===== config.mk =====
export PLATFORM = sky130hd
export DESIGN_NAME = alu_mul_seq
export DESIGN_NICKNAME = d
export VERILOG_FILES = /design/src/rtl/alu_mul_seq.sv
export SDC_FILE = /design/constraint.sdc
export NUM_CORES = 1
export LEC_CHECK = 0
export CAP_MARGIN = 5
export CORE_ASPECT_RATIO = 0.7
export CORE_UTILIZATION = 28
export CTS_CLUSTER_DIAMETER = 200
export DETAILED_ROUTE_END_ITERATION = 7
export PLACE_DENSITY_LB_ADDON = 0.1
export SLEW_MARGIN = 20
export SYNTH_ARGS = -nofsm -noshare
export SYNTH_HDL_FRONTEND = slang
export SYNTH_SLANG_ARGS = --single-unit
export TNS_END_PERCENT = 10

===== constraint.sdc =====
create_clock -name clk -period 1.8 [get_ports clk]
set_clock_uncertainty 0.05 [all_clocks]
set_input_delay 0.27 -clock clk [delete_from_list [all_inputs] [get_ports clk]]
set_output_delay 0.27 -clock clk [all_outputs]
set_load 0.03 [all_outputs]

===== src/rtl/alu_mul_seq.sv =====
// alu_mul_seq: 8x8 -> 16-bit shift-add multiply sequencer that time-shares an external 8-bit ALU.
// Optional two's-complement mode (sgn port, CORR1/CORR2 states) enabled by defining ALU_MUL_SEQ_SIGNED_EN.
module alu_mul_seq #(
    parameter int unsigned ITER = 8
) (
    input  logic        clk,
    input  logic        rst,
    input  logic        start,
`ifdef ALU_MUL_SEQ_SIGNED_EN
    input  logic        sgn,
`endif
    input  logic [7:0]  op_a,
    input  logic [7:0]  op_b,
    output logic        busy,
    output logic        done,
    output logic [15:0] product,
    output logic [7:0]  alu_a,
    output logic [7:0]  alu_b,
    output logic        alu_ci,
    output logic        alu_nb,
    output logic        alu_ic,
    output logic        alu_na,
    output logic        alu_xo,
    output logic        alu_no,
    output logic        alu_sr,
    output logic        alu_ss,
    input  logic [7:0]  alu_out,
    input  logic        alu_cf
);

    localparam int unsigned DW = 8;
    localparam int unsigned CW = $clog2(ITER);

    typedef enum logic [2:0] {
        S_IDLE,
        S_ADD,
        S_SHIFT,
        S_CORR1,
        S_CORR2,
        S_DONE
    } state_t;

    state_t          r_state;
    state_t          w_state_nxt;
    logic [DW-1:0]   r_m;
    logic [DW-1:0]   r_p_hi;
    logic [DW-1:0]   r_p_lo;
    logic [CW-1:0]   r_cnt;
    logic            r_c;
    logic [2*DW-1:0] r_product;
    logic [DW-1:0]   w_m_nxt;
    logic [DW-1:0]   w_p_hi_nxt;
    logic [DW-1:0]   w_p_lo_nxt;
    logic [CW-1:0]   w_cnt_nxt;
    logic            w_c_nxt;
`ifdef ALU_MUL_SEQ_SIGNED_EN
    logic [DW-1:0]   r_b;
    logic            r_sgn;
`endif

    // State and datapath registers; product captures the final value on entry to DONE
    always_ff @(posedge clk) begin
        if (rst) begin
            r_state   <= S_IDLE;
            r_m       <= '0;
            r_p_hi    <= '0;
            r_p_lo    <= '0;
            r_cnt     <= '0;
            r_c       <= 1'b0;
            r_product <= '0;
`ifdef ALU_MUL_SEQ_SIGNED_EN
            r_b       <= '0;
            r_sgn     <= 1'b0;
`endif
        end else begin
            r_state <= w_state_nxt;
            r_m     <= w_m_nxt;
            r_p_hi  <= w_p_hi_nxt;
            r_p_lo  <= w_p_lo_nxt;
            r_cnt   <= w_cnt_nxt;
            r_c     <= w_c_nxt;
            if ((w_state_nxt == S_DONE) && (r_state != S_DONE)) begin
                r_product <= {w_p_hi_nxt, w_p_lo_nxt};
            end
`ifdef ALU_MUL_SEQ_SIGNED_EN
            if ((r_state == S_IDLE) && start) begin
                r_b   <= op_b;
                r_sgn <= sgn;
            end
`endif
        end
    end

    // Next-state, datapath updates and ALU operand/control drive
    always_comb begin
        w_state_nxt = r_state;
        w_m_nxt     = r_m;
        w_p_hi_nxt  = r_p_hi;
        w_p_lo_nxt  = r_p_lo;
        w_cnt_nxt   = r_cnt;
        w_c_nxt     = r_c;
        alu_a       = '0;
        alu_b       = '0;
        alu_ci      = 1'b0;
        alu_nb      = 1'b0;
        alu_ic      = 1'b0;
        alu_na      = 1'b0;
        alu_xo      = 1'b0;
        alu_no      = 1'b0;
        alu_sr      = 1'b0;
        alu_ss      = 1'b0;
        case (r_state)
            S_IDLE: begin
                if (start) begin
                    w_m_nxt     = op_a;
                    w_p_lo_nxt  = op_b;
                    w_p_hi_nxt  = '0;
                    w_cnt_nxt   = '0;
                    w_state_nxt = S_ADD;
                end
            end
            S_ADD: begin
                alu_a       = r_p_hi;
                alu_b       = r_p_lo[0] ? r_m : '0;
                w_p_hi_nxt  = alu_out;
                w_c_nxt     = alu_cf;
                w_state_nxt = S_SHIFT;
            end
            S_SHIFT: begin
                // ALU gives P_hi>>1; the saved add carry refills the msb
                alu_a      = r_p_hi;
                alu_ic     = 1'b1;
                alu_sr     = 1'b1;
                w_p_hi_nxt = {r_c, alu_out[DW-2:0]};
                w_p_lo_nxt = {r_p_hi[0], r_p_lo[DW-1:1]};
                w_cnt_nxt  = r_cnt + CW'(1);
                if (r_cnt == CW'(ITER - 1)) begin
`ifdef ALU_MUL_SEQ_SIGNED_EN
                    w_state_nxt = r_sgn ? S_CORR1 : S_DONE;
`else
                    w_state_nxt = S_DONE;
`endif
                end else begin
                    w_state_nxt = S_ADD;
                end
            end
`ifdef ALU_MUL_SEQ_SIGNED_EN
            S_CORR1: begin
                alu_a       = r_p_hi;
                alu_b       = r_m[DW-1] ? r_b : '0;
                alu_nb      = 1'b1;
                alu_ci      = 1'b1;
                w_p_hi_nxt  = alu_out;
                w_state_nxt = S_CORR2;
            end
            S_CORR2: begin
                alu_a       = r_p_hi;
                alu_b       = r_b[DW-1] ? r_m : '0;
                alu_nb      = 1'b1;
                alu_ci      = 1'b1;
                w_p_hi_nxt  = alu_out;
                w_state_nxt = S_DONE;
            end
`endif
            S_DONE: begin
                w_state_nxt = S_IDLE;
            end
            default: begin
                w_state_nxt = S_IDLE;
            end
        endcase
    end

    assign busy    = (r_state == S_ADD) || (r_state == S_SHIFT) ||
                     (r_state == S_CORR1) || (r_state == S_CORR2);
    assign done    = (r_state == S_DONE);
    assign product = r_product;

endmodule


==> flow_summary.yaml <==
status:
  status: "finished, final reports clean"
grt:
  overflow: 0
  globalRouteTotalUtil: 0.1455
  antenna_found_initial: 0
  grt_pass1_vias: 1623
  grt_first_pass_wirelength_um: 8293
  grt_start_max_net_pins: 22
worst_setup_path:
  crit_path_cell_trace: "xnor2_1 -> nor2_2 -> and2_1 -> buf_4"
  crit_path_end_kind: "primary output"
  crit_buf_inv: 1
  arrival_ns: 1.41
  max_stage_delay_ns: 0.38
  rrSetupSlack_ns: 0.22
  startpoint_type: "flip-flop"
  slowest_stage: "dfxtp_4"
  worstPathMaxFanout: 8
  critPathRequiredTime_ns: 1.48
  path_delay_family: "flip-flops"
  critPathKind: "reg2out"
die:
  pin_count: 70
  die-area_um2: 7520
  rows: 25
  core-area_um2: 6850
  initial_utilization: 0.2932
  die_h_um: 72.86
  die_x_um: 103.2
layout:
  num_antenna_cells: 0
  areaGrowthSynthToFinish_pct: 41.25
  layout.nets: 322
  finalCoreUtilization: 0.4141
  layoutNonFillerInstCount: 386
  drive_above_1_share: 0.1884
  stdcell_area_um2: 2836
routing:
  drtIter0Drc: 78
  routed_wl_um: 5020
  drtPass1Iterations: 4
  antenna_left: 0
  wl_per_cell_um: 13.01
  drcViolationCount: 0
  vias_per_cell: 4.407
  vias: 1701
place:
  dpl.cell_count: 377
  dp.final_hpwl_um: 3561
  port_buffers: 63
  placed_area_um2: 2719
  place.gp.congestion: 0.7222
clocking:
  h-tree-depth: 2
  clock_latency_ns: 0.29
  cts.sinks: 47
  clockBufferDepth: 2
  cts_made_buffers: 5
  cts_root_buf: "clkbuf_8"
  cts_tree: "built"
  path_clk_slew_ns: 0.08
synthesis:
  yosys-top-cells-count: "49 x nand2_1, 47 x dfxtp_1, 27 x a21oi_1"
  yosysTopAreaCell: "dfxtp_1"
  ys.flop_type: "dfxtp_1"
  synth_top_area_share: 0.4685
  synth-edff-count: 0
  synth_area_um2: 2008
  synth.most_common_cell: "nand2_1"
  yosysWarnings: 0
  syn_area_per_cell_um2: 8.925
  ys_top_cells_by_area: "dfxtp_1 47%, nand2_1 9.2%, a21oi_1 6.7%"
  yosysSeqAreaShare: 0.4685
  synth.distinct_cells: 35
  async_reset_ff_frac: 0
  ys_seq_elements: 47
  syn_inst: 225
job:
  maxCapViolCount: 0
power:
  power_switching_mw: 0.5264
  power_density_nw_per_um2: 721.7
  irDropWorstVdd_mv: 0.3151
  sw_frac_of_total: 0.2572
  report.power.total_mw: 2.047
  cellLeakagePower_nw: 1.116
  combinationalPowerShare: 0.143
  clkPwrFrac: 0.317
  p_int_mw: 1.521
  seqPwrFrac: 0.540
sta:
  setup_viol: 0
  finalCritPeriodShare: 0.9615
  fmax_ghz: 0.5778
  holdWs_ns: 0.4036
  slew_violations: 0
  rsz0062_at_grt: "true"
  fin_crit_ns: 1.731
  hold_viol_final: 0
hold_path:
  hold_path_class: "reg2reg"
## metal layers
metal / vias to the layer above / track usage / part of all wire
li1: 890 / - / -
met1: 761 / 0.2317 / 0.56
met2: 46 / 0.1904 / 0.38
met3: 4 / 0.03352 / 0.051
met4: 0 / 0.03756 / 0.0064
met5: - / 0 / 0
## stage by stage
| stage | worst slack, ns | setup TNS, ns |
|---|---|---|
| floorplan | 0.01079 | 0 |
| global placement | 0.05583 | 0 |
| detailed placement | 0.03118 | 0 |
| CTS | -0.02772 | -0.1035 |
| global route | -0.02645 | -0.09852 |
| finish | 0.06927 | 0 |
## cells by family after synthesis
logic type | synth area share
AO/OA/AOI/OAI | 0.1950
multiplexers | 0.004985
other | 0.001867
XOR/XNOR | 0.008724
adder cells (fa/ha/maj) | 0.01246
flip-flops | 0.4685
buffers and inverters | 0.07476
AND/OR/NAND/NOR | 0.2336
## worst paths after layout
kind,startpoint,to,cells past startpoint
max,r_state[1],alu_a[5],4
min,r_m[2],r_m[2],2
max reg2reg,r_state[1],r_m[7],4
min reg2reg,r_m[2],r_m[2],2
## cell usage in the layout, fill, tap and decap left out, types with 2 or more instances in the layout
cell	n
dfxtp_1	44
clkdlybuf4s50_1	43
nor2_1	7
clkbuf_8	6
dfxtp_2	2
o31ai_1	2
o2bb2ai_1	8
a22o_1	9
buf_4	36
ha_1	2
nand2_1	49
nor2b_1	3
and3_1	8
a22oi_1	8
a21oi_1	27
and2_1	10
conb_1	6
nor3b_4	2
xnor2_1	2
## state kept, by name (all words and copies together) (netlist names)
name / count
r_m: 8
r_state: 3
r_p_hi: 8
r_c: 1
r_cnt: 3
r_p_lo: 8
product: 16
## worst register-to-register path, cell delays in order, from the launching register on
cell	delay, ns
dfxtp_4	0.38
buf_4	0.16
or4b_1	0.68
nand2_1	0.14
a21oi_1	0.07
## cell type report
cell class                      instances  area [um^2]
Sequential cell                        47        947.2
Multi-Input combinational cell        157        959.7
Inverter                                1        3.754
Tap cell                               94        117.6
Timing Repair Buffer                   80        720.7
Fill cell                             716         4014
Clock inverter                          1        5.005
Clock buffer                            6        82.58
## power groups by stage
stage                     combinational [mW]  clock (mW)  sequential, mW
final                                  0.292       0.650            1.11
after CTS                              0.288       0.680            1.11
after global placement                 0.287           0            1.13
after floorplan                        0.179           0            1.12
after detailed placement               0.287           0            1.13
after global routing                   0.321       0.737            1.11
## what timing repair did
item	CTS	global route
hold buffers	0	0
pin swaps	2	1
gates cloned	0	0
gates resized for setup	4	2
endpoints found under the hold margin	0	0
buffers inserted	0	2
setup endpoints to repair	18	18
(Power assumes the default switching activity.)
